<file path="src/rtl/usb_fs_pkg.sv">
// Shared types for the USB 2.0 full-speed device core.
// The transmit FIFO entry carries the packet-end flag alongside each data byte.
package usb_fs_pkg;

    localparam int BYTE_W = 8;

    typedef enum logic {TX_IDLE, TX_SHIFT} tx_state_t;

    typedef struct packed {
        logic              last;
        logic [BYTE_W-1:0] data;
    } tx_entry_t;

endpackage

</file>
<file path="src/rtl/tx_sync_fifo.sv">
// Synchronous show-ahead FIFO of transmit entries.
// The head entry is visible on rd_entry whenever the FIFO is not empty.
module tx_sync_fifo
    import usb_fs_pkg::*;
#(
    parameter int depth = 16
) (
    input  logic      clk,
    input  logic      rst_n,
    input  logic      push,
    input  tx_entry_t wr_entry,
    input  logic      pop,
    output tx_entry_t rd_entry,
    output logic      full,
    output logic      empty
);

    localparam int AW = $clog2(depth);
    localparam logic [AW:0] DEPTH_C = AW'(depth) == '0 ? {1'b1, {AW{1'b0}}} : (AW+1)'(depth);

    tx_entry_t     mem_q [depth];
    logic [AW-1:0] wr_ptr_q, wr_ptr_d;
    logic [AW-1:0] rd_ptr_q, rd_ptr_d;
    logic [AW:0]   count_q, count_d;
    logic          wr_en;
    logic          rd_en;

    assign full     = (count_q == DEPTH_C);
    assign empty    = (count_q == '0);
    assign wr_en    = push && !full;
    assign rd_en    = pop && !empty;
    assign rd_entry = mem_q[rd_ptr_q];

    // Pointers wrap naturally because depth is a power of two.
    always_comb begin
        wr_ptr_d = wr_ptr_q;
        rd_ptr_d = rd_ptr_q;
        count_d  = count_q;
        if (wr_en) begin
            wr_ptr_d = wr_ptr_q + 1'b1;
        end
        if (rd_en) begin
            rd_ptr_d = rd_ptr_q + 1'b1;
        end
        if (wr_en && !rd_en) begin
            count_d = count_q + 1'b1;
        end else if (rd_en && !wr_en) begin
            count_d = count_q - 1'b1;
        end
    end

    always_ff @(posedge clk) begin
        if (!rst_n) begin
            wr_ptr_q <= '0;
            rd_ptr_q <= '0;
            count_q  <= '0;
        end else begin
            wr_ptr_q <= wr_ptr_d;
            rd_ptr_q <= rd_ptr_d;
            count_q  <= count_d;
        end
    end

    always_ff @(posedge clk) begin
        if (wr_en) begin
            mem_q[wr_ptr_q] <= wr_entry;
        end
    end

endmodule

</file>
<file path="src/rtl/tx_byte_serializer.sv">
// Transmit byte-to-bit buffer: FIFO of bytes from the packet assembler, shifted
// MSB first to the PHY layer with a per-bit valid/ready handshake.
module tx_byte_serializer
    import usb_fs_pkg::*;
#(
    parameter int buffer_width = 8,
    parameter int buffer_depth = 16
) (
    input  logic                    clk,
    input  logic                    rst_n,
    input  logic [buffer_width-1:0] byte_in,
    input  logic                    byte_last,
    input  logic                    byte_valid,
    output logic                    byte_ready,
    output logic                    bit_out,
    output logic                    bit_valid,
    output logic                    bit_last,
    input  logic                    phy_ready,
    output logic                    full,
    output logic                    empty,
    output logic                    idle
);

    tx_state_t         state_q, state_d;
    logic [BYTE_W-1:0] shreg_q, shreg_d;
    logic              last_q, last_d;
    logic [2:0]        bit_cnt_q, bit_cnt_d;
    logic              fifo_pop;
    tx_entry_t         wr_entry;
    tx_entry_t         rd_entry;

    assign byte_ready = rst_n && !full;
    assign wr_entry   = '{last: byte_last, data: byte_in[BYTE_W-1:0]};

    tx_sync_fifo #(
        .depth (buffer_depth)
    ) u_fifo (
        .clk      (clk),
        .rst_n    (rst_n),
        .push     (byte_valid && byte_ready),
        .wr_entry (wr_entry),
        .pop      (fifo_pop),
        .rd_entry (rd_entry),
        .full     (full),
        .empty    (empty)
    );

    // A byte reloads straight from the FIFO head on its final bit so that
    // consecutive bytes leave with no idle cycle between them.
    always_comb begin
        state_d   = state_q;
        shreg_d   = shreg_q;
        last_d    = last_q;
        bit_cnt_d = bit_cnt_q;
        fifo_pop  = 1'b0;
        case (state_q)
            TX_IDLE: begin
                if (!empty) begin
                    fifo_pop  = 1'b1;
                    shreg_d   = rd_entry.data;
                    last_d    = rd_entry.last;
                    bit_cnt_d = 3'd0;
                    state_d   = TX_SHIFT;
                end
            end
            TX_SHIFT: begin
                if (phy_ready) begin
                    shreg_d   = {shreg_q[BYTE_W-2:0], 1'b0};
                    bit_cnt_d = bit_cnt_q + 3'd1;
                    if (bit_cnt_q == 3'd7) begin
                        if (!empty) begin
                            fifo_pop = 1'b1;
                            shreg_d  = rd_entry.data;
                            last_d   = rd_entry.last;
                        end else begin
                            last_d  = 1'b0;
                            state_d = TX_IDLE;
                        end
                    end
                end
            end
            default: state_d = TX_IDLE;
        endcase
    end

    always_ff @(posedge clk) begin
        if (!rst_n) begin
            state_q   <= TX_IDLE;
            shreg_q   <= '0;
            last_q    <= 1'b0;
            bit_cnt_q <= '0;
        end else begin
            state_q   <= state_d;
            shreg_q   <= shreg_d;
            last_q    <= last_d;
            bit_cnt_q <= bit_cnt_d;
        end
    end

    assign bit_valid = (state_q == TX_SHIFT);
    assign bit_out   = bit_valid && shreg_q[BYTE_W-1];
    assign bit_last  = bit_valid && last_q && (bit_cnt_q == 3'd7);
    assign idle      = (state_q == TX_IDLE) && empty;

endmodule
</file>
<file path="config.mk">
export PLATFORM = sky130hd
export DESIGN_NAME = tx_byte_serializer
export DESIGN_NICKNAME = d
export VERILOG_FILES = /design/src/rtl/usb_fs_pkg.sv /design/src/rtl/tx_sync_fifo.sv /design/src/rtl/tx_byte_serializer.sv
export SDC_FILE = /design/constraint.sdc
export NUM_CORES = 1
export LEC_CHECK = 0
export ABC_AREA = 1
export CAP_MARGIN = 20
export CORE_ASPECT_RATIO = 0.7
export CORE_MARGIN = 5
export CORE_UTILIZATION = 55
export CTS_CLUSTER_DIAMETER = 30
export DETAILED_ROUTE_END_ITERATION = 10
export GPL_TIMING_DRIVEN = 0
export MAX_ROUTING_LAYER = met4
export PLACE_DENSITY = 0.72
export SETUP_SLACK_MARGIN = 0.4
export SLEW_MARGIN = 20
export SYNTH_ARGS = -nofsm -noshare
export SYNTH_HDL_FRONTEND = slang
export SYNTH_SLANG_ARGS = --single-unit
</file>
<file path="constraint.sdc">
create_clock -name clk -period 4.05 [get_ports clk]
set_input_delay 1.215 -clock clk [delete_from_list [all_inputs] [get_ports clk]]
set_output_delay 1.215 -clock clk [all_outputs]
set_load 0.01 [all_outputs]
</file>
==> results of run 1 <==
## final timing paths
check                                  start                             end  slack (ps)  cells past startpoint
max                                    rst_n                      byte_ready         460                      4
min          u_fifo.rd_ptr_q[3]$_SDFFE_PN0P_                            flop         470                      2
max reg2reg        bit_cnt_q[0]$_SDFFE_PN0P_  u_fifo.count_q[4]$_SDFFE_PN0P_        1410                     16
min reg2reg  u_fifo.rd_ptr_q[3]$_SDFFE_PN0P_                            flop         470                      2
## synth_stat cells, drive strengths merged
master / n
a211o: 1
nor2: 49
edfxtp: 144
clkbuf: 5
inv: 93
a21oi: 26
fa: 1
ha: 11
xor2: 2
o21ai: 27
a21o: 1
nand3: 94
xnor2: 1
o211ai: 6
nand4: 3
nand2: 224
clkinv: 4
dfxtp: 30
buf: 26
## flip-flops by register name (all words and copies together) (netlist names), named ones only
| name | flops |
|---|---|
| shreg_q | 8 |
| u_fifo.rd_ptr_q | 4 |
| last_q | 1 |
| bit_cnt_q | 3 |
| u_fifo.count_q | 5 |
| u_fifo.wr_ptr_q | 4 |
| u_fifo.mem_q | 144 |
| bit_valid | 1 |
## placed cells by master (no fill, tap or decap), types with 2 or more instances in the layout
master	netlist	layout
nand2_1	223	223
edfxtp_1	144	144
nand3_1	94	94
inv_1	88	88
nor2_1	46	46
dfxtp_1	30	30
a21oi_1	26	26
o21ai_0	25	25
clkdlybuf4s50_1	0	19
clkbuf_16	0	18
buf_2	15	15
ha_1	11	11
buf_6	7	7
clkbuf_1	5	6
o211ai_1	6	6
inv_2	5	5
clkinv_1	4	4
clkinvlp_4	0	4
buf_1	3	3
clkinv_4	0	3
inv_6	0	3
nor2_2	2	2
nand4_1	2	2
xor2_1	2	2
o21ai_1	2	2
## report_power, final
group	internal [W]	total, W	switching, W
Clock	0.000895	0.00162	0.000721
Sequential	0.00204	0.00211	0.0000697
Combinational	0.000553	0.00164	0.00109
Total	0.00349	0.00537	0.00188
## cells by family (layout without fill, tap and decap cells)
logic type / Yosys count / count (layout) / share of synthesized area (%)
adders and majority gates: 12 / 12 / 2.09
buffers and inverters: 128 / 179 / 7.38
and+or+nand+nor: 370 / 370 / 20.4
AOI/OAI and AO/OA: 61 / 61 / 4.34
DFF: 174 / 174 / 65.4
xor gates and xnor gates: 3 / 3 / 0.349
## critical path, delay by kind of cell
kind                   cells  cell delay [ps]
buffers and inverters      3             1090
and+or+nand+nor            1               80
## layer usage
metal	GRT usage, %	part of all wire, %	routed length, um
met1	34.4	44	7990
met2	35.2	44	8000
met3	7.62	11	1940
met4	7.05	1.8	335
met5	-	0	0
## stage by stage
step / cells / hold slack, ps / utilization, % / power, W / cell area, sq um
after floorplan: 748 / 436 / - / 0.00326 / 7530
after global routing: 984 / 494 / 64.3 / 0.00565 / 8530
after detailed placement: 952 / 453 / 59.9 / 0.00375 / 7950
after CTS: 984 / 465 / 64.3 / 0.00535 / 8530
after global placement: 952 / 450 / 59.9 / 0.00369 / 7950
final: 984 / 466 / 64.3 / 0.00537 / 8530
## cell type report
| type | count | area (sq um) | share of cell area (%) |
|---|---|---|---|
| multi-input cells | 446 | 2050 | 24.0 |
| flip-flops and latches | 174 | 4920 | 57.7 |
| clock inverters | 13 | 129 | 1.51 |
| inverters | 97 | 364 | 4.27 |
| clock buffers | 19 | 454 | 5.32 |
| repair buffers | 19 | 190 | 2.23 |
| plain buffers | 31 | 191 | 2.24 |
| well taps | 185 | 231 | 2.71 |
==> out/results.tsv, run 1 <==
stage	metric	value	unit
synth	Post-Syn Area per Cell	10.1	sq um
setup_path	Max stage delay on crit path	530	ps
setup_path	CP max FO	2	
floorplanning	Die X	150	um
floorplanning	die area	16200	sq um
synth	synth warn	0	
layout	# diodes	0	
timing	worst setup margin	458	ps
cts	post-CTS setup buffers	0	
setup_path	CP Launch Type	primary input	
layout	Final nets	811	
cts	TritonCTS clock tree	yes	
routing	First-pass DRT Iterations	5	
routing	DRC Markers	0	
timing	worst slew pin tran	1090	ps
synth	flops & latches, synth	174	
cts	Skew-Pair Late Insertion Delay	430	ps
timing	Hold Vio Cnt, Final	0	
timing	clk_skew	8.99	ps
power_and_ir_drop	Leak	3.46	nW
synth	Synth Net Count	773	
routing	routed vias	5385	
min_path	Worst Hold Class	reg2reg	
cts	CTS H-tree depth	4	
floorplanning	core outline area	13300	sq um
timing	fin crit period	3590	ps
grt	first-pass GRT wire length	28500	um
place	# port buffers	19	
grt	initial antenna violation count	0	
timing	final setup vio count	0	
floorplanning	Die Y	108	um
timing	final worst-path cycle share	88.7	%
layout	fill cell count	1067	
setup_path	CP endpoint kind	output port	
run_status	status	complete, no violations	
routing	DR WL/cell	18.6	um
layout	share of cells above drive strength 1	8.01	%
timing	max_slew headroom	27.0	%
floorplanning	Starting Density	56.7	%
grt	largest net degree at the start of global routing	17	
power_and_ir_drop	Pwr Density	630	nW/um^2
cts	cts bufs inserted	17	
job	Max Cap Viol	0	
timing	Max Fclk	278	MHz
cts	root buffer cell	clkbuf_16	
cts	Post-CTS Resized	0	
grt	vias in the first global route	5151	
routing	vias per inst	5.47	
timing	max-slew violations	0	
setup_path	most frequent CP cell	clkdlybuf4s50_1	
synth	Post-Syn Area	7530	sq um
setup_path	Crit-path slowest cell	clkdlybuf4s50_1	
setup_path	WP data required	2830	ps
timing	TNS Setup	0	ps
place	DP Worst Slack	438	ps
layout	area delta synth->final	13.3	%
synth	Mapped Cells	748	
setup_path	critical path class	in2out	
grt	GRT Total Usage	24.7	%
cts	# hold bufs at CTS	0	
timing	RSZ-0062 raised after global routing	no	
place	gp weighted congestion	0.942	
synth	count of cell types in the netlist	28	
synth	top cell type's share of synthesized area	57.5	%
routing	Total Wirelength	18300	um
routing	initial drt markers	552	
setup_path	Arrival @ worst endpoint	2380	ps
routing	ANT nets after route	0	
cts	CTS clk-pin slew, worst paths	70	ps
grt	gr ovfl total	0	
synth	cell taking the most area after synthesis	edfxtp_1	
synth	ranking of synthesized cells by area	edfxtp_1 57%, nand2_1 11%, dfxtp_1 8.0%	
setup_path	worst-path cell chain	clkdlybuf4s50_1 > nand2_1 > inv_2 > clkdlybuf4s50_1	
cts	Max Root-Sink Buffers	2	
power_and_ir_drop	peak supply drop	333	uV
synth	Seq/Total Area, Yosys	65.4	%
cts	CTS Sinks	174	
place	dpl hpwl	12400	um
floorplanning	Cell Rows	35	
floorplanning	IO Pins	20	
Power figures use the tool's default switching activity.
==> run 2, diff against run 1 <==
--- a/config.mk
+++ b/config.mk
@@ -11,6 +11,7 @@
 export CORE_MARGIN = 5
 export CORE_UTILIZATION = 55
 export CTS_CLUSTER_DIAMETER = 30
+export CTS_CLUSTER_SIZE = 8
 export DETAILED_ROUTE_END_ITERATION = 10
 export GPL_TIMING_DRIVEN = 0
 export MAX_ROUTING_LAYER = met4
==> results of run 2 <==
Same layout as run 1: the final DEF is identical, and so are final timing and power.
==> run 3, diff against run 2 <==
--- a/config.mk
+++ b/config.mk
@@ -16,8 +16,9 @@
 export GPL_TIMING_DRIVEN = 0
 export MAX_ROUTING_LAYER = met4
 export PLACE_DENSITY = 0.72
+export REMOVE_ABC_BUFFERS = 1
 export SETUP_SLACK_MARGIN = 0.4
-export SLEW_MARGIN = 20
+export SLEW_MARGIN = 40
 export SYNTH_ARGS = -nofsm -noshare
 export SYNTH_HDL_FRONTEND = slang
 export SYNTH_SLANG_ARGS = --single-unit
==> out/results.tsv, run 3 (same netlist as run 1, synthesis figures left out) <==
stage	metric	value	unit
place	dpl hpwl	9830	um
setup_path	reg2reg start	bit_cnt_q[0]$_SDFFE_PN0P_	
timing	clk_skew	7.93	ps
floorplanning	IO Pins	20	
power_and_ir_drop	Clock power frac	30.4	%
min_path	Worst Hold Class	reg2reg	
grt	gr ovfl total	0	
place	# port buffers	19	
routing	initial drt markers	549	
routing	DRC Markers	0	
run_status	status	complete, no violations	
cts	post-CTS setup buffers	0	
timing	Hold Vio Cnt, Final	0	
floorplanning	Starting Density	56.7	%
layout	Final nets	781	
timing	Max Fclk	281	MHz
setup_path	Arrival @ worst endpoint	2350	ps
setup_path	critical path class	in2out	
power_and_ir_drop	Comb pwr share	26.4	%
routing	Total Wirelength	15900	um
floorplanning	Die Y	108	um
layout	most frequent cells in the layout	223 x nand2_1, 144 x edfxtp_1, 94 x nand3_1	
cts	CTS H-tree depth	4	
layout	share of cells above drive strength 1	7.67	%
routing	First-pass DRT Iterations	5	
floorplanning	die area	16200	sq um
setup_path	RR Endpoint	u_fifo.count_q[4]$_SDFFE_PN0P_	
routing	routed vias	5092	
power_and_ir_drop	Power, Total	0.00515	W
power_and_ir_drop	Leak	3.36	nW
power_and_ir_drop	Internal	0.00340	W
min_path	HP Start	shreg_q[2]$_SDFFE_PN0P_	
grt	initial antenna violation count	0	
power_and_ir_drop	Sw Ratio	34.0	%
setup_path	WP data required	2830	ps
power_and_ir_drop	Net Switching	0.00175	W
cts	Max Root-Sink Buffers	2	
cts	Skew-Pair Late Insertion Delay	430	ps
routing	ANT nets after route	0	
cts	root buffer cell	clkbuf_16	
layout	most common cell after layout, fill and taps aside	nand2_1	
layout	fill cell count	1034	
floorplanning	Die X	150	um
power_and_ir_drop	Flop pwr share	43.2	%
setup_path	CP Launch Type	primary input	
setup_path	FF-to-FF path depth	16	
place	gp weighted congestion	0.813	
min_path	Hold Path Depth	2	
timing	final setup vio count	0	
floorplanning	Cell Rows	35	
setup_path	CP endpoint kind	output port	
cts	TritonCTS clock tree	yes	
grt	first-pass GRT wire length	25500	um
layout	Post-Layout Cell Count	954	
timing	fin crit period	3560	ps
timing	RSZ-0062 raised after global routing	no	
routing	DR WL/cell	16.6	um
layout	Reg with most FFs	u_fifo.mem_q	
cts	CTS clk-pin slew, worst paths	60	ps
power_and_ir_drop	Pwr Density	614	nW/um^2
cts	CTS Sinks	174	
layout	# diodes	0	
layout	max reg flops	144	
job	Max Cap Viol	0	
timing	worst slew pin tran	862	ps
place	Placed Cells	922	
cts	cts bufs inserted	17	
timing	max-slew violations	0	
min_path	Worst Hold Path EP	shreg_q[2]$_SDFFE_PN0P_	
setup_path	R2R setup slack	1350	ps
layout	area delta synth->final	11.5	%
setup_path	CP max FO	11	
routing	vias per inst	5.34	
floorplanning	core outline area	13300	sq um
grt	largest net degree at the start of global routing	67	
grt	GRT Total Usage	21.4	%
power_and_ir_drop	peak supply drop	332	uV
timing	max_slew headroom	42.5	%
timing	final worst-path cycle share	87.9	%
grt	vias in the first global route	5088	
layout	Largest regs	u_fifo.mem_q: 144 flops, shreg_q: 8 flops, u_fifo.count_q: 5 flops	
[run 3: worst max path at each step]
stage / start / end / slack (ps) / cells past startpoint
after floorplan: flop / shreg_q[0]$_SDFFE_PN0P_ / 1000 / 9
after global placement: flop / shreg_q[0]$_SDFFE_PN0P_ / -590 / 9
after detailed placement: rst_n / u_fifo.count_q[4]$_SDFFE_PN0P_ / 130 / 16
after CTS: rst_n / byte_ready / 460 / 4
after global routing: rst_n / byte_ready / 410 / 4
final: rst_n / byte_ready / 490 / 4
[run 3: stage by stage]
stage / instance area, sq um / hold WS, ps / setup TNS, ps / setup WS (ps) / util, %
after global routing: 8390 / 491 / 0 / 413 / 63.3
after floorplan: 7330 / 436 / 0 / 996 / -
final: 8390 / 469 / 0 / 489 / 63.3
after CTS: 8390 / 466 / 0 / 465 / 63.2
after global placement: 7760 / 451 / -4630 / -594 / 58.5
after detailed placement: 7820 / 456 / 0 / 131 / 58.9
[run 3: final cells by class]
cell class / count / area [sq um] / area share [%]
multi-input cells: 446 / 2090 / 24.8
clock inverters: 11 / 108 / 1.28
well taps: 185 / 231 / 2.76
flip-flops and latches: 174 / 4930 / 58.7
repair buffers: 20 / 210 / 2.50
inverters: 97 / 367 / 4.37
clock buffers: 21 / 462 / 5.50
[run 3: power groups by stage]
stage	combinational, W	sequential, W	clock (W)
finish	0.00136	0.00223	0.00157
global route	0.00155	0.00225	0.00166
CTS	0.00135	0.00223	0.00158
detailed placement	0.00134	0.00226	0
global placement	0.00124	0.00231	0
floorplan	0.000911	0.00223	0
[run 3: per-layer routing]
metal	part of all wire, %	wire, um	up-vias	GRT usage (%)
li1	-	-	2476	-
met2	47	7420	198	32.8
met3	7.1	1130	16	5.47
met1	45	7130	2402	28.9
met5	0	0	-	-
met4	1.1	182	0	5.61
[run 3: worst max-delay path, cell delays in order]
cell and delay [ps]:
clkdlybuf4s15_1 410, nand2_1 120, inv_2 70, clkdlybuf4s50_1 530
[run 3: repair_timing]
action | 4_1_cts | 5_1_grt
hold endpoints to repair | 0 | 0
gates resized for setup | 1 | 1
endpoints found under the setup margin | 1 | 1
hold buffers | 0 | 0
